**config.mk**
```make
export PLATFORM = sky130hd
export DESIGN_NAME = video_sync_normalizer_flat
export DESIGN_NICKNAME = d
export VERILOG_FILES = /design/src/rtl/video_pkg.sv /design/src/rtl/video_sync_normalizer_if.sv /design/src/rtl/sync_polarity_detect.sv /design/src/rtl/video_sync_normalizer.sv /design/src/flat_wrapper.sv
export SDC_FILE = /design/constraint.sdc
export NUM_CORES = 1
export LEC_CHECK = 0
export ABC_CLOCK_PERIOD_IN_PS = 2800
export CAP_MARGIN = 25
export CORE_MARGIN = 2
export CORE_UTILIZATION = 45
export DETAILED_ROUTE_END_ITERATION = 6
export SYNTH_ARGS = -nofsm -noshare
export SYNTH_HDL_FRONTEND = slang
export SYNTH_HIERARCHICAL = 1
export SYNTH_SLANG_ARGS = --single-unit
```
**constraint.sdc**
```tcl
create_clock -name clk_sys -period 2.8 [get_ports clk_sys]
set_clock_uncertainty 0.2 [all_clocks]
set_input_delay 0.42 -clock clk_sys [delete_from_list [all_inputs] [get_ports clk_sys]]
set_output_delay 0.42 -clock clk_sys [all_outputs]
set_load 0.02 [all_outputs]
```
**src/rtl/video_pkg.sv**
```systemverilog
// Shared types and constants for the video sync normalizer.
package video_pkg;

  typedef enum logic [1:0] {
    StUnlocked,
    StCounting,
    StLocked
  } lock_state_e;

  localparam logic POL_ACTIVE_LOW  = 1'b0;
  localparam logic POL_ACTIVE_HIGH = 1'b1;

endpackage

```
**src/rtl/video_sync_normalizer_if.sv**
```systemverilog
// Raw core video in / normalised video out bundle.
// With SYNC_NORM_MEASURE_EN defined, also carries the active-area measurements.
interface video_sync_normalizer_if #(
  parameter int unsigned COLOR_DEPTH = 6
`ifdef SYNC_NORM_MEASURE_EN
  , parameter int unsigned HCNT_WIDTH = 12,
  parameter int unsigned VCNT_WIDTH = 10
`endif
);
  logic [COLOR_DEPTH-1:0] R, G, B;
  logic                   HSync, VSync, HBlank, VBlank;
  logic [COLOR_DEPTH-1:0] R_out, G_out, B_out;
  logic                   HSync_out, VSync_out, hs_pol, vs_pol, locked;
`ifdef SYNC_NORM_MEASURE_EN
  logic [HCNT_WIDTH-1:0]  h_active;
  logic [VCNT_WIDTH-1:0]  v_active;

  modport master (
    output R, G, B, HSync, VSync, HBlank, VBlank,
    input  R_out, G_out, B_out, HSync_out, VSync_out, hs_pol, vs_pol, locked, h_active, v_active
  );
  modport slave (
    input  R, G, B, HSync, VSync, HBlank, VBlank,
    output R_out, G_out, B_out, HSync_out, VSync_out, hs_pol, vs_pol, locked, h_active, v_active
  );
`else
  modport master (
    output R, G, B, HSync, VSync, HBlank, VBlank,
    input  R_out, G_out, B_out, HSync_out, VSync_out, hs_pol, vs_pol, locked
  );
  modport slave (
    input  R, G, B, HSync, VSync, HBlank, VBlank,
    output R_out, G_out, B_out, HSync_out, VSync_out, hs_pol, vs_pol, locked
  );
`endif
endinterface

```
**src/rtl/sync_polarity_detect.sv**
```systemverilog
// Measures high/low phase lengths of a sync on each tick and infers its polarity:
// the shorter phase is the active one.
module sync_polarity_detect
  import video_pkg::*;
#(
  parameter int unsigned CntWidth = 12
) (
  input  logic clk_sys,
  input  logic reset_n,
  input  logic tick,
  input  logic sync,
  output logic pol,
  output logic resolved
);

  localparam logic [CntWidth-1:0] CntMax = '1;

  logic                sync_q;
  logic                pol_q, pol_d;
  logic                hi_ok_q, hi_ok_d, lo_ok_q, lo_ok_d;
  logic                len_ok;
  logic [CntWidth-1:0] cnt_q, cnt_d;
  logic [CntWidth-1:0] hi_len_q, hi_len_d, lo_len_q, lo_len_d;

  // Zero only occurs for the phase "ending" on the very first tick after reset.
  assign len_ok = (cnt_q != '0) && (cnt_q != CntMax);

  always_comb begin
    cnt_d    = cnt_q;
    hi_len_d = hi_len_q;
    lo_len_d = lo_len_q;
    hi_ok_d  = hi_ok_q;
    lo_ok_d  = lo_ok_q;
    pol_d    = pol_q;
    if (tick) begin
      if (sync != sync_q) begin
        cnt_d = CntWidth'(1);
        if (sync_q) begin
          hi_len_d = cnt_q;
          hi_ok_d  = len_ok;
        end else begin
          lo_len_d = cnt_q;
          lo_ok_d  = len_ok;
        end
        if (hi_ok_d && lo_ok_d) begin
          if (hi_len_d < lo_len_d) begin
            pol_d = POL_ACTIVE_HIGH;
          end else if (lo_len_d < hi_len_d) begin
            pol_d = POL_ACTIVE_LOW;
          end
        end
      end else if (cnt_q != CntMax) begin
        cnt_d = cnt_q + CntWidth'(1);
      end
    end
  end

  always_ff @(posedge clk_sys or negedge reset_n) begin
    if (!reset_n) begin
      sync_q   <= 1'b0;
      cnt_q    <= '0;
      hi_len_q <= '0;
      lo_len_q <= '0;
      hi_ok_q  <= 1'b0;
      lo_ok_q  <= 1'b0;
      pol_q    <= POL_ACTIVE_LOW;
    end else begin
      cnt_q    <= cnt_d;
      hi_len_q <= hi_len_d;
      lo_len_q <= lo_len_d;
      hi_ok_q  <= hi_ok_d;
      lo_ok_q  <= lo_ok_d;
      pol_q    <= pol_d;
      if (tick) begin
        sync_q <= sync;
      end
    end
  end

  assign pol      = pol_q;
  assign resolved = hi_ok_q & lo_ok_q;

endmodule

```
**src/rtl/video_sync_normalizer.sv**
```systemverilog
// Normalises raw core syncs to active-low, blanks colour, and tracks polarity lock.
// Optional SYNC_NORM_MEASURE_EN adds h_active/v_active measurement outputs.
module video_sync_normalizer
  import video_pkg::*;
#(
  parameter int unsigned COLOR_DEPTH = 6,
  parameter int unsigned HCNT_WIDTH  = 12,
  parameter int unsigned VCNT_WIDTH  = 10,
  parameter int unsigned LOCK_FRAMES = 2
) (
  input logic                    clk_sys,
  input logic                    reset_n,
  input logic                    ce_pix,
  video_sync_normalizer_if.slave vid
);

  localparam logic [3:0] LockFrames = 4'(LOCK_FRAMES);

  logic                   hs_pol, vs_pol, hs_res, vs_res;
  logic                   hs_pol_q, vs_pol_q;
  logic                   hs_out_q, hs_out_d, vs_out_q, vs_out_d;
  logic                   line_tick, frame_evt, pol_chg, blank;
  logic [COLOR_DEPTH-1:0] r_q, g_q, b_q;
  lock_state_e            state_q, state_d;
  logic [3:0]             lock_cnt_q, lock_cnt_d;

  assign blank     = vid.HBlank | vid.VBlank;
  assign hs_out_d  = vid.HSync ^ hs_pol;
  assign vs_out_d  = vid.VSync ^ vs_pol;
  assign line_tick = ce_pix & hs_out_q & ~hs_out_d;
  assign frame_evt = ce_pix & vs_out_q & ~vs_out_d;
  assign pol_chg   = (hs_pol != hs_pol_q) | (vs_pol != vs_pol_q);

  sync_polarity_detect #(
    .CntWidth (HCNT_WIDTH)
  ) u_h_detect (
    .clk_sys  (clk_sys),
    .reset_n  (reset_n),
    .tick     (ce_pix),
    .sync     (vid.HSync),
    .pol      (hs_pol),
    .resolved (hs_res)
  );

  // Vertical phases are measured in lines, one tick per normalised hsync leading edge.
  sync_polarity_detect #(
    .CntWidth (VCNT_WIDTH)
  ) u_v_detect (
    .clk_sys  (clk_sys),
    .reset_n  (reset_n),
    .tick     (line_tick),
    .sync     (vid.VSync),
    .pol      (vs_pol),
    .resolved (vs_res)
  );

  always_ff @(posedge clk_sys or negedge reset_n) begin
    if (!reset_n) begin
      r_q      <= '0;
      g_q      <= '0;
      b_q      <= '0;
      hs_out_q <= 1'b1;
      vs_out_q <= 1'b1;
    end else if (ce_pix) begin
      r_q      <= blank ? '0 : vid.R;
      g_q      <= blank ? '0 : vid.G;
      b_q      <= blank ? '0 : vid.B;
      hs_out_q <= hs_out_d;
      vs_out_q <= vs_out_d;
    end
  end

  // A polarity change outranks a coincident frame event.
  always_comb begin
    state_d    = state_q;
    lock_cnt_d = lock_cnt_q;
    if (pol_chg) begin
      state_d    = StCounting;
      lock_cnt_d = '0;
    end else if (frame_evt) begin
      case (state_q)
        StUnlocked: begin
          if (hs_res && vs_res) begin
            state_d    = StCounting;
            lock_cnt_d = 4'd1;
          end
        end
        StCounting: lock_cnt_d = lock_cnt_q + 4'd1;
        default:    ;
      endcase
      if (state_d == StCounting && lock_cnt_d >= LockFrames) begin
        state_d = StLocked;
      end
    end
  end

  always_ff @(posedge clk_sys or negedge reset_n) begin
    if (!reset_n) begin
      state_q    <= StUnlocked;
      lock_cnt_q <= '0;
      hs_pol_q   <= POL_ACTIVE_LOW;
      vs_pol_q   <= POL_ACTIVE_LOW;
    end else begin
      state_q    <= state_d;
      lock_cnt_q <= lock_cnt_d;
      hs_pol_q   <= hs_pol;
      vs_pol_q   <= vs_pol;
    end
  end

  assign vid.R_out     = r_q;
  assign vid.G_out     = g_q;
  assign vid.B_out     = b_q;
  assign vid.HSync_out = hs_out_q;
  assign vid.VSync_out = vs_out_q;
  assign vid.hs_pol    = hs_pol;
  assign vid.vs_pol    = vs_pol;
  assign vid.locked    = (state_q == StLocked);

`ifdef SYNC_NORM_MEASURE_EN
  logic                  hblank_q, vblank_q;
  logic [HCNT_WIDTH-1:0] h_cnt_q, h_act_q;
  logic [VCNT_WIDTH-1:0] v_cnt_q, v_act_q;

  always_ff @(posedge clk_sys or negedge reset_n) begin
    if (!reset_n) begin
      hblank_q <= 1'b0;
      vblank_q <= 1'b0;
      h_cnt_q  <= '0;
      h_act_q  <= '0;
      v_cnt_q  <= '0;
      v_act_q  <= '0;
    end else if (ce_pix) begin
      hblank_q <= vid.HBlank;
      vblank_q <= vid.VBlank;
      if (vid.HBlank && !hblank_q) begin
        h_act_q <= h_cnt_q;
        h_cnt_q <= '0;
      end else if (!vid.HBlank && h_cnt_q != '1) begin
        h_cnt_q <= h_cnt_q + HCNT_WIDTH'(1);
      end
      if (vid.VBlank && !vblank_q) begin
        v_act_q <= v_cnt_q;
        v_cnt_q <= '0;
      end else if (line_tick && !vid.VBlank && v_cnt_q != '1) begin
        v_cnt_q <= v_cnt_q + VCNT_WIDTH'(1);
      end
    end
  end

  assign vid.h_active = h_act_q;
  assign vid.v_active = v_act_q;
`endif

endmodule

```
**src/flat_wrapper.sv**
```systemverilog
// flat-port wrapper written by rule: the top's interface ports become plain ports
module video_sync_normalizer_flat import video_pkg::*;
#(
  parameter int unsigned COLOR_DEPTH = 6,
  parameter int unsigned HCNT_WIDTH  = 12,
  parameter int unsigned VCNT_WIDTH  = 10,
  parameter int unsigned LOCK_FRAMES = 2
)
  (clk_sys, reset_n, ce_pix, vid_R, vid_G, vid_B, vid_HSync, vid_VSync, vid_HBlank, vid_VBlank, vid_R_out, vid_G_out, vid_B_out, vid_HSync_out, vid_VSync_out, vid_hs_pol, vid_vs_pol, vid_locked);
  video_sync_normalizer_if #(.COLOR_DEPTH(COLOR_DEPTH)) vid_i ();
  input logic clk_sys;
  input logic reset_n;
  input logic ce_pix;
  input wire logic [$bits(vid_i.R)-1:0] vid_R;
  input wire logic [$bits(vid_i.G)-1:0] vid_G;
  input wire logic [$bits(vid_i.B)-1:0] vid_B;
  input wire logic [$bits(vid_i.HSync)-1:0] vid_HSync;
  input wire logic [$bits(vid_i.VSync)-1:0] vid_VSync;
  input wire logic [$bits(vid_i.HBlank)-1:0] vid_HBlank;
  input wire logic [$bits(vid_i.VBlank)-1:0] vid_VBlank;
  output wire logic [$bits(vid_i.R_out)-1:0] vid_R_out;
  output wire logic [$bits(vid_i.G_out)-1:0] vid_G_out;
  output wire logic [$bits(vid_i.B_out)-1:0] vid_B_out;
  output wire logic [$bits(vid_i.HSync_out)-1:0] vid_HSync_out;
  output wire logic [$bits(vid_i.VSync_out)-1:0] vid_VSync_out;
  output wire logic [$bits(vid_i.hs_pol)-1:0] vid_hs_pol;
  output wire logic [$bits(vid_i.vs_pol)-1:0] vid_vs_pol;
  output wire logic [$bits(vid_i.locked)-1:0] vid_locked;
  assign vid_i.R = vid_R;
  assign vid_i.G = vid_G;
  assign vid_i.B = vid_B;
  assign vid_i.HSync = vid_HSync;
  assign vid_i.VSync = vid_VSync;
  assign vid_i.HBlank = vid_HBlank;
  assign vid_i.VBlank = vid_VBlank;
  assign vid_R_out = vid_i.R_out;
  assign vid_G_out = vid_i.G_out;
  assign vid_B_out = vid_i.B_out;
  assign vid_HSync_out = vid_i.HSync_out;
  assign vid_VSync_out = vid_i.VSync_out;
  assign vid_hs_pol = vid_i.hs_pol;
  assign vid_vs_pol = vid_i.vs_pol;
  assign vid_locked = vid_i.locked;
  video_sync_normalizer #(.COLOR_DEPTH(COLOR_DEPTH), .HCNT_WIDTH(HCNT_WIDTH), .VCNT_WIDTH(VCNT_WIDTH), .LOCK_FRAMES(LOCK_FRAMES)) u_core (.clk_sys(clk_sys), .reset_n(reset_n), .ce_pix(ce_pix), .vid(vid_i));
endmodule
```
==> results of run 1 <==
kinds of logic (layout without fill, tap and decap cells):
logic type | count (synthesis) | in the layout | share of synthesized area
and+or+nand+nor | 229 | 229 | 0.194
AOI/OAI and AO/OA | 102 | 102 | 0.113
DFF | 102 | 102 | 0.462
buffers and inverters | 58 | 112 | 0.0435
muxes | 49 | 49 | 0.0937
adders and majority gates | 27 | 27 | 0.0611
xor gates and xnor gates | 19 | 19 | 0.0328
routing by layer:
metal	up-vias	track usage	wire length, µm
li1	2118	-	-
met1	2006	0.269	5760
met2	101	0.293	5120
met3	12	0.0253	523
met4	0	0.0675	162
met5	-	0	0
path summary, 6_finish.rpt:
path | start | endpoint | slack (ns)
setup / recovery | u_core/u_h_detect/sync_q | u_core/u_h_detect/pol | 0.26
hold / removal | u_core/u_h_detect/hi_len_q[0] | u_core/u_h_detect/hi_len_q[0] | 0.27
setup reg to reg | u_core/u_h_detect/sync_q | u_core/u_h_detect/pol | 0.26
hold reg to reg | u_core/u_h_detect/hi_len_q[0] | u_core/u_h_detect/hi_len_q[0] | 0.27
max in group asynchronous | reset_n | u_core/u_v_detect/cnt_q[3] | 1.16
min in group asynchronous | reset_n | u_core/vid.R_out[2] | 0.46
worst reg2reg max path, stage by stage, from the launching register on:
cell and delay [ns]:
sky130_fd_sc_hd__dfrtp_1 0.40, sky130_fd_sc_hd__buf_12 0.19, sky130_fd_sc_hd__o21ai_0 0.26, sky130_fd_sc_hd__ha_1 0.31, sky130_fd_sc_hd__a211oi_1 0.38, sky130_fd_sc_hd__a211oi_1 0.15
sky130_fd_sc_hd__a2111oi_0 0.39, sky130_fd_sc_hd__a31oi_1 0.14
sequential cells by signal, indices dropped and copies added (netlist names), 4 cells and up:
register and cells:
u_core/u_v_detect/hi_len_q 10, u_core/u_h_detect/hi_len_q 12, u_core/lock_cnt_q 4, u_core/vid.G_out 6, u_core/u_h_detect/cnt_q 12, u_core/vid.B_out 6, u_core/u_v_detect/lo_len_q 10, u_core/u_h_detect/lo_len_q 12
u_core/u_v_detect/cnt_q 10, u_core/vid.R_out 6
repair_timing:
action                                  CTS  global route
hold endpoints to repair                 53             0
endpoints found under the setup margin    0             0
hold buffers                              1             0
synth_stat cells (all sizes together), types with 4 or more instances:
library cell  instances  area [µm²]
nor4                  7        50.1
a31oi                 4        25.0
ha                   27         338
nor2                 31         116
nand4                 9        62.6
mux2                 22         248
clkbuf               12        46.3
or3                   9        61.3
nand2               131         492
a21oi                14        70.1
xor2                  6        67.6
a211oi                7        52.6
o21ai                60         300
inv                  32         120
and2                  5        33.8
buf                  14        73.8
xnor2                13         114
nand3                13        75.1
nor3                  4        25.0
and3                  4        25.0
dfrtp               100        2500
mux2i                27         270
power breakdown:
part           internal, mW  switching (mW)  total (mW)  leakage (nW)
combinational         0.726           0.871        1.60          1.46
sequential             1.73           0.238        1.97          1.35
clock                 0.874           0.537        1.41         0.167
total                  3.33            1.65        4.98          2.98
cell type report:
type | count | area share
Clock inverter | 6 | 0.0166
Inverter | 32 | 0.0183
Clock buffer | 10 | 0.0350
Tap cell | 147 | 0.0281
Timing Repair Buffer | 64 | 0.0951
Sequential cell | 102 | 0.390
Multi-Input combinational cell | 426 | 0.417
cell usage in the layout, fill, tap and decap left out, types with 2 or more instances in the layout:
| cell | n |
|---|---|
| sky130_fd_sc_hd__nand3_1 | 11 |
| sky130_fd_sc_hd__or4_1 | 2 |
| sky130_fd_sc_hd__nor2_1 | 31 |
| sky130_fd_sc_hd__o31ai_1 | 2 |
| sky130_fd_sc_hd__inv_1 | 32 |
| sky130_fd_sc_hd__nor3_1 | 3 |
| sky130_fd_sc_hd__nor4_1 | 6 |
| sky130_fd_sc_hd__xnor2_1 | 13 |
| sky130_fd_sc_hd__and2_1 | 4 |
| sky130_fd_sc_hd__nand2_1 | 131 |
| sky130_fd_sc_hd__buf_4 | 15 |
| sky130_fd_sc_hd__and3_1 | 4 |
| sky130_fd_sc_hd__nand4_1 | 8 |
| sky130_fd_sc_hd__nand3_2 | 2 |
| sky130_fd_sc_hd__buf_12 | 2 |
| sky130_fd_sc_hd__ha_1 | 27 |
| sky130_fd_sc_hd__mux2_2 | 22 |
| sky130_fd_sc_hd__and4_1 | 3 |
| sky130_fd_sc_hd__xor2_1 | 4 |
| sky130_fd_sc_hd__clkdlybuf4s50_1 | 46 |
| sky130_fd_sc_hd__or3_1 | 8 |
| sky130_fd_sc_hd__a31oi_1 | 4 |
| sky130_fd_sc_hd__bufinv_16 | 3 |
| sky130_fd_sc_hd__xor2_2 | 2 |
| sky130_fd_sc_hd__nand3b_1 | 3 |
| sky130_fd_sc_hd__dfrtp_1 | 100 |
| sky130_fd_sc_hd__nor2b_1 | 2 |
| sky130_fd_sc_hd__a2111oi_0 | 2 |
| sky130_fd_sc_hd__clkbuf_16 | 9 |
| sky130_fd_sc_hd__a211oi_1 | 7 |
| sky130_fd_sc_hd__o21ai_0 | 60 |
| sky130_fd_sc_hd__mux2i_1 | 27 |
| sky130_fd_sc_hd__o31a_1 | 2 |
| sky130_fd_sc_hd__dfstp_2 | 2 |
| sky130_fd_sc_hd__clkinv_2 | 2 |
| sky130_fd_sc_hd__a21oi_1 | 14 |
==> impl_summary.log, run 1 <==
INFO  metric grt_max_degree = 57
INFO  metric htree_levels = 3
INFO  metric worst_r2r_path_depth = 7
INFO  metric crit_path_max_incr_delay = 0.40 ns
INFO  metric setup_slack = 0.256 ns
INFO  metric vdd_ir_drop_max = 322 µV
INFO  metric combined_area_of_the_multi_input_logic_cells = 2730 µm²
INFO  metric cp_data_required_time = 2.81 ns
INFO  metric fmax = 393 MHz
INFO  metric num-fill-cells = 1062
INFO  metric synth.cell_area = 5530 µm²
INFO  metric n_antenna_cell = 0
INFO  metric globalRouteTotalUtil = 0.188
INFO  metric placeable_area = 12000 µm²
INFO  metric syn_area_per_cell = 9.43 µm²
INFO  metric yosysWarnings = 6
INFO  metric cts_root_buf = sky130_fd_sc_hd__clkbuf_16
INFO  metric worst-setup-path-type = flip-flop to flip-flop
INFO  metric final_antenna_net_count = 0
INFO  metric placementRows = 40
INFO  metric seq_total_area_yosys = 0.462
INFO  metric placedCellCount = 770
INFO  metric cts_setup_buffers = 0
INFO  metric design_power_total = 4.98 mW
INFO  metric timing_hold_violations_final = 0
INFO  metric critical-path-top-cell-by-count = sky130_fd_sc_hd__a211oi_1
INFO  metric drt-wirelength-per-cell = 14.7 µm
INFO  metric cts_tree = yes
INFO  metric insertion_delay = 0.34 ns
INFO  metric die_w = 115 µm
INFO  metric synthesis.instances = 586
INFO  metric antenna_found_initial = 0
INFO  metric cts_num_sinks = 102
INFO  metric floorplan.initialDensity = 0.460
INFO  metric area_growth = 18.5%
INFO  metric synth-edff-count = 0
INFO  metric vias_per_cell = 5.38
INFO  metric fin_nets = 687
INFO  metric cts_made_buffers = 9
INFO  metric power_density = 760 nW/µm²
INFO  metric remaining_drc_errors = 0
INFO  metric path_max_fanout = 33
INFO  metric startpoint_class = flip-flop
INFO  metric vias = 4237
INFO  metric timing.critical_path.max_delay_family = compound AO/OA/AOI/OAI gates
INFO  metric register_area = 2550 µm²
INFO  metric run_status = complete, no violations
INFO  metric fin_cells = 787
INFO  metric ioPinCount = 48
INFO  metric first_iter_violations = 263
INFO  metric synth-seq-cells = 102
INFO  metric grt_setup_unrepaired = false
INFO  metric register_clock_pin_slew_on_the_reported_worst_setup_and_hold_paths = 0.07 ns
INFO  metric post_synth_num_cell_types = 57
INFO  metric route.final.wire_length = 11600 µm
INFO  metric worst_hold_path.num_cells = 2
INFO  metric critical-path-slowest-cell = sky130_fd_sc_hd__dfrtp_1
INFO  metric drive_above_1_share = 0.109
INFO  metric layout.cell_area.non_filler = 6550 µm²
INFO  metric die_h = 115 µm
INFO  metric placed_cell_area = 6200 µm²
INFO  metric hold_slack = 0.272 ns
INFO  metric worst_hold_path_type = flip-flop to flip-flop
INFO  metric overflow = 0
INFO  metric timing.critical_path.to_type = flip-flop
INFO  metric cp_cell_sequence = buf_12 > o21ai_0 > ha_1 > a211oi_1 > a211oi_1 > a2111oi_0 > a31oi_1
INFO  metric die_area = 13200 µm²
INFO  metric max-clock-path-buffers = 2
INFO  metric cp_data_arrival_time = 2.55 ns
INFO  metric final_period_minus_worst_setup_slack = 2.54 ns
INFO  metric min_period_over_period = 0.909
INFO  metric share_of_synthesized_registers_carrying_an_async_set_or_reset = 1.00
INFO  metric synth_ff_type = sky130_fd_sc_hd__dfrtp_1
INFO  metric post_syn_nets = 638
INFO  metric cp_num_cells = 7
INFO  metric post_dp_hpwl = 8290 µm
INFO  metric slew_headroom = 0.529
INFO  metric max_slew.worst_pin.slew = 0.706 ns
INFO  metric first_pass_iters = 4
INFO  metric first_global_vias = 4067
INFO  metric report.final.setup_viol = 0
INFO  metric report.final.slew_viol_count = 0
INFO  metric path_buf_inv = 1
INFO  metric place_ws = 0.215 ns
INFO  metric fin_tns_setup = 0 ns
INFO  metric wire_length_of_the_first_global_routing_pass = 19700 µm
INFO  metric routability_driven_placement_congestion_ratio = 0.819
INFO  metric power.static_leakage = 2.98 nW
INFO  metric cts_resized = 0
INFO  metric placement.io_buffers = 47
INFO  metric max_cap_violations = 0
INFO  metric final_util = 0.545
Note: power is estimated with default switching activity, not from simulation.
==> run 2, diff against run 1 <==
CORE_ASPECT_RATIO = 1.4   (was not set)
==> impl_summary.log, run 2 (synthesis gave the netlist of run 1 again) <==
INFO  metric run_status = complete, no violations
INFO  metric die_w = 97.7 µm
INFO  metric design_power_total = 4.84 mW
INFO  metric overflow = 0
INFO  metric min_period_over_period = 0.933
INFO  metric final_period_minus_worst_setup_slack = 2.61 ns
INFO  metric first_pass_iters = 4
INFO  metric area_growth = 18.1%
INFO  metric fin_tns_setup = 0 ns
INFO  metric n_antenna_cell = 0
INFO  metric report.final.setup_viol = 0
INFO  metric max-clock-path-buffers = 2
INFO  metric setup_slack = 0.189 ns
INFO  metric fin_nets = 687
INFO  metric path_max_fanout = 16
INFO  metric drive_above_1_share = 0.113
INFO  metric insertion_delay = 0.35 ns
INFO  metric crit_path_max_incr_delay = 0.51 ns
INFO  metric post_dp_hpwl = 8850 µm
INFO  metric worst_hold_path_type = primary input to asynchronous set/reset pin
INFO  metric register_clock_pin_slew_on_the_reported_worst_setup_and_hold_paths = 0.07 ns
INFO  metric timing_hold_violations_final = 0
INFO  metric vias = 4221
INFO  metric cp_data_arrival_time = 2.62 ns
INFO  metric cts_tree = yes
INFO  metric crit-reg2reg-launch = u_core/u_h_detect/sync_q
INFO  metric placement.io_buffers = 47
INFO  metric antenna_found_initial = 0
INFO  metric drt-wirelength-per-cell = 15.4 µm
INFO  metric grt_max_degree = 58
INFO  metric largestRegisters = u_core/u_h_detect/cnt_q: 12 flops, u_core/u_h_detect/hi_len_q: 12 flops, u_core/u_h_detect/lo_len_q: 12 flops
INFO  metric critical-path-top-cell-by-count = sky130_fd_sc_hd__a31oi_1
INFO  metric max_slew.worst_pin.slew = 0.520 ns
INFO  metric first_global_vias = 4194
INFO  metric max_cap_violations = 0
INFO  metric ioPinCount = 48
INFO  metric crit_path_start = u_core/u_h_detect/sync_q
INFO  metric grt_setup_unrepaired = false
INFO  metric vdd_ir_drop_max = 446 µV
INFO  metric cp_cell_sequence = buf_4 > mux2_2 > ha_1 > nand4_1 > or4_1 > a31oi_1 > a31oi_1
INFO  metric cp_endpoint = u_core/u_h_detect/pol
INFO  metric die_h = 135 µm
INFO  metric cp_data_required_time = 2.81 ns
INFO  metric globalRouteTotalUtil = 0.191
INFO  metric wire_length_of_the_first_global_routing_pass = 20200 µm
INFO  metric fmax = 383 MHz
INFO  metric timing.critical_path.max_delay_family = simple AND/OR/NAND/NOR gates
INFO  metric slew_headroom = 0.650
INFO  metric path_buf_inv = 1
INFO  metric timing.critical_path.to_type = flip-flop
INFO  metric fin_cells = 787
INFO  metric cts_root_buf = sky130_fd_sc_hd__clkbuf_16
INFO  metric place_ws = 0.00868 ns
INFO  metric cts_setup_buffers = 0
INFO  metric cts_made_buffers = 9
INFO  metric floorplan.initialDensity = 0.465
INFO  metric power.static_leakage = 2.95 nW
INFO  metric remaining_drc_errors = 0
INFO  metric routability_driven_placement_congestion_ratio = 0.777
INFO  metric htree_levels = 3
INFO  metric r2r_slack = 0.19 ns
INFO  metric critical-path-slowest-cell = sky130_fd_sc_hd__or4_1
INFO  metric mostFrequentLayoutCell = sky130_fd_sc_hd__nand2_1
INFO  metric vias_per_cell = 5.36
INFO  metric power_density = 742 nW/µm²
INFO  metric startpoint_class = flip-flop
INFO  metric cp_num_cells = 7
INFO  metric route.final.wire_length = 12100 µm
INFO  metric cts_num_sinks = 102
INFO  metric die_area = 13200 µm²
INFO  metric first_iter_violations = 146
INFO  metric worst-setup-path-type = flip-flop to flip-flop
INFO  metric placedCellCount = 770
INFO  metric placeable_area = 11900 µm²
INFO  metric placementRows = 47
INFO  metric worst_r2r_path_depth = 7
INFO  metric timing.rr.end = u_core/u_h_detect/pol
INFO  metric final_cell_mix = sky130_fd_sc_hd__nand2_1 (131), sky130_fd_sc_hd__dfrtp_1 (100), sky130_fd_sc_hd__o21ai_0 (60)
INFO  metric report.final.slew_viol_count = 0
INFO  metric final_antenna_net_count = 0
-- run 2: cell count changes in the layout (fill, tap and decap cells not counted) --
cell,before,now
sky130_fd_sc_hd__clkinv_2,2,0
sky130_fd_sc_hd__inv_8,0,1
sky130_fd_sc_hd__a2111oi_2,1,2
sky130_fd_sc_hd__buf_4,15,13
sky130_fd_sc_hd__buf_12,2,4
sky130_fd_sc_hd__clkbuf_1,1,0
sky130_fd_sc_hd__clkinvlp_4,0,5
sky130_fd_sc_hd__a2111oi_0,2,1
sky130_fd_sc_hd__bufinv_16,3,0
-- run 2: how the worst min path moves through the flow --
stage | start | slack, ns | end | cells past startpoint
after floorplan | reset_n | -0.08 | u_core/hs_pol_q | 0
after global placement | reset_n | 0.07 | u_core/u_h_detect/hi_len_q[4] | 1
after detailed placement | reset_n | 0.07 | u_core/u_h_detect/hi_len_q[11] | 1
after CTS | reset_n | 0.25 | u_core/u_h_detect/lo_len_q[1] | 2
after global routing | reset_n | 0.26 | u_core/u_h_detect/lo_len_q[1] | 2
final | reset_n | 0.25 | u_core/u_h_detect/hi_len_q[4] | 2
-- run 2: cell type report --
type,count,area [µm²]
clock buffers,9,225
clock inverters,7,57.6
fillers,1064,5350
inverters,32,120
multi-input cells,426,2740
flip-flops and latches,102,2550
well taps,147,184
repair buffers,64,648
-- run 2: power by group --
part / internal (mW) / leakage, nW / total [mW] / switching, mW
combinational: 0.757 / 1.47 / 1.68 / 0.927
sequential: 1.73 / 1.35 / 1.96 / 0.236
clock: 0.612 / 0.122 / 1.19 / 0.583
total: 3.10 / 2.95 / 4.84 / 1.75
-- run 2: routing by layer --
metal | wire length (µm) | GRT usage | part of all wire | up-vias
li1 | - | - | - | 2126
met1 | 5140 | 0.230 | 0.42 | 2038
met2 | 6460 | 0.341 | 0.53 | 41
met3 | 257 | 0.0383 | 0.021 | 16
met4 | 230 | 0.0664 | 0.019 | 0
met5 | 0 | 0 | 0 | -
-- run 2: timing repair --
action                                 in CTS  in global routing
hold buffers                                1                  0
endpoints found under the hold margin      20                  0
setup endpoints to repair                   0                  1
resized for setup                           0                  2
-- run 2: metrics by stage --
step                hold WS [ns]  cell area, µm²   util
global route               0.263            6530  0.550
finish                     0.249            6530  0.550
CTS                        0.252            6520  0.549
detailed placement        0.0680            6230  0.524
floorplan                -0.0756            5530      -
global placement          0.0696            6230  0.524
==> run 3, diff against run 2 <==
ABC_AREA = 0   (was not set)
MAX_ROUTING_LAYER = met4   (was not set)
==> impl_summary.log, run 3 (synthesis gave the netlist of run 1 again) <==
INFO  metric slew_headroom = 0.637
INFO  metric run_status = complete, no violations
INFO  metric fin_nets = 687
INFO  metric worst_hold_path_type = primary input to asynchronous set/reset pin
INFO  metric path_buf_inv = 1
INFO  metric cts_made_buffers = 9
INFO  metric path_max_fanout = 16
INFO  metric cell_internal_pwr = 3.10 mW
INFO  metric n_antenna_cell = 0
INFO  metric insertion_delay = 0.35 ns
INFO  metric num-fill-cells = 1064
INFO  metric min_period_over_period = 0.922
INFO  metric mostFrequentLayoutCell = sky130_fd_sc_hd__nand2_1
INFO  metric route.final.wire_length = 12000 µm
INFO  metric timing.critical_path.max_delay_family = simple AND/OR/NAND/NOR gates
INFO  metric ioPinCount = 48
INFO  metric cts_tree = yes
INFO  metric design_power_total = 4.83 mW
INFO  metric grt_setup_unrepaired = false
INFO  metric critical-path-slowest-cell = sky130_fd_sc_hd__or4_1
INFO  metric report.final.setup_viol = 0
INFO  metric register_clock_pin_slew_on_the_reported_worst_setup_and_hold_paths = 0.07 ns
INFO  metric final_cell_mix = sky130_fd_sc_hd__nand2_1 (131), sky130_fd_sc_hd__dfrtp_1 (100), sky130_fd_sc_hd__o21ai_0 (60)
INFO  metric fin_tns_setup = 0 ns
INFO  metric drt-wirelength-per-cell = 15.3 µm
INFO  metric max_cap_violations = 0
INFO  metric grt_max_degree = 58
INFO  metric floorplan.initialDensity = 0.465
INFO  metric startpoint_class = flip-flop
INFO  metric cts_root_buf = sky130_fd_sc_hd__clkbuf_16
INFO  metric timing_hold_violations_final = 0
INFO  metric timing.critical_path.to_type = flip-flop
INFO  metric crit_path_max_incr_delay = 0.49 ns
INFO  metric switching_share = 0.359
INFO  metric cp_data_arrival_time = 2.59 ns
INFO  metric register_area = 2550 µm²
INFO  metric critical-path-top-cell-by-count = sky130_fd_sc_hd__a31oi_1
INFO  metric placeable_area = 11900 µm²
INFO  metric switching_power = 1.73 mW
INFO  metric die_area = 13200 µm²
INFO  metric cts_setup_buffers = 0
INFO  metric max_slew.worst_pin.slew = 0.539 ns
INFO  metric vias = 4202
INFO  metric first_pass_iters = 4
INFO  metric remaining_drc_errors = 0
INFO  metric max-clock-path-buffers = 2
INFO  metric vias_per_cell = 5.34
INFO  metric worst-setup-path-type = flip-flop to flip-flop
INFO  metric vdd_ir_drop_max = 447 µV
INFO  metric globalRouteTotalUtil = 0.197
INFO  metric antenna_found_initial = 0
INFO  metric report.final.slew_viol_count = 0
INFO  metric drive_above_1_share = 0.113
INFO  metric share_comb_of_total_power = 0.347
INFO  metric routability_driven_placement_congestion_ratio = 0.788
INFO  metric cts_num_sinks = 102
INFO  metric final_antenna_net_count = 0
INFO  metric power.static_leakage = 2.95 nW
INFO  metric power.sequential.fraction = 0.407
INFO  metric wire_length_of_the_first_global_routing_pass = 20300 µm
INFO  metric largestRegisters = u_core/u_h_detect/cnt_q: 12 flops, u_core/u_h_detect/hi_len_q: 12 flops, u_core/u_h_detect/lo_len_q: 12 flops
INFO  metric htree_levels = 3
INFO  metric placementRows = 47
INFO  metric p_clk_frac = 0.246
INFO  metric final_period_minus_worst_setup_slack = 2.58 ns
INFO  metric fmax = 387 MHz
INFO  metric die_w = 97.7 µm
INFO  metric first_iter_violations = 141
INFO  metric combined_area_of_the_multi_input_logic_cells = 2740 µm²
INFO  metric first_global_vias = 4201
INFO  metric post_dp_hpwl = 8850 µm
INFO  metric area_growth = 18.1%
INFO  metric power_density = 740 nW/µm²
INFO  metric placement.io_buffers = 47
INFO  metric overflow = 0
INFO  metric cp_cell_sequence = buf_4 > mux2_2 > ha_1 > nand4_1 > or4_1 > a31oi_1 > a31oi_1
INFO  metric cp_data_required_time = 2.81 ns
INFO  metric die_h = 135 µm
## run 3: cell counts in the layout (fill, tap and decap cells not counted)
Identical to the previous run, type by type.
## run 3: area by class of cell
cell class | count | area share
multi-input cells | 426 | 0.419
flip-flops and latches | 102 | 0.391
repair buffers | 64 | 0.0993
clock buffers | 9 | 0.0345
well taps | 147 | 0.0282
inverters | 32 | 0.0184
clock inverters | 7 | 0.00882
## run 3: routing by layer
metal / GRT usage / vias to the layer above / part of all wire
met1: 0.230 / 2024 / 0.43
met4: 0.0664 / 0 / 0.017
met5: - / - / 0
met2: 0.341 / 43 / 0.53
li1: - / 2121 / -
met3: 0.0378 / 14 / 0.021
## run 3: path summary, 6_finish.rpt
| check | endpoint | from | slack (ns) | cells past startpoint |
|---|---|---|---|---|
| max reg2reg | u_core/u_h_detect/pol | u_core/u_h_detect/sync_q | 0.22 | 7 |
| min in group clk_sys | u_core/u_h_detect/lo_len_q[2] | u_core/u_h_detect/lo_len_q[2] | 0.27 | 2 |
| min | u_core/u_h_detect/hi_len_q[4] | reset_n | 0.25 | 2 |
| max in group asynchronous | u_core/lock_cnt_q[0] | reset_n | 1.46 | 3 |
| max | u_core/u_h_detect/pol | u_core/u_h_detect/sync_q | 0.22 | 7 |
| min reg2reg | u_core/u_h_detect/lo_len_q[2] | u_core/u_h_detect/lo_len_q[2] | 0.27 | 2 |
## run 3: per-stage QoR
step / instance area [µm²] / instances / hold slack (ns) / setup WS (ns) / util
after floorplan: 5530 / 586 / -0.0756 / 0.315 / -
after CTS: 6520 / 787 / 0.252 / 0.00558 / 0.549
after global placement: 6230 / 770 / 0.0696 / 0.0231 / 0.524
after detailed placement: 6230 / 770 / 0.0680 / 0.00868 / 0.524
final: 6530 / 787 / 0.248 / 0.219 / 0.550
after global routing: 6530 / 787 / 0.265 / 0.117 / 0.550
## run 3: power groups by stage
stage	registers [mW]	clock network [mW]	logic [mW]
after global routing	2.00	1.30	1.88
after floorplan	1.97	0	1.11
after global placement	1.98	0	1.64
after detailed placement	1.99	0	1.67
final	1.96	1.19	1.68
after CTS	1.96	1.23	1.68
## run 3: worst register-to-register path: cells and delay by family (launching register included)
kind                       cells  cell delay, ns
and+or+nand+nor                2            0.63
DFF                            1            0.39
muxes                          1            0.39
adders and majority gates      1            0.31
buffers and inverters          1            0.28
AOI/OAI and AO/OA              2            0.24
## run 3: repair_timing
action	in CTS	in global routing
hold buffers	1	0
gates resized for setup	0	2
endpoints found under the hold margin	20	0
endpoints found under the setup margin	0	1
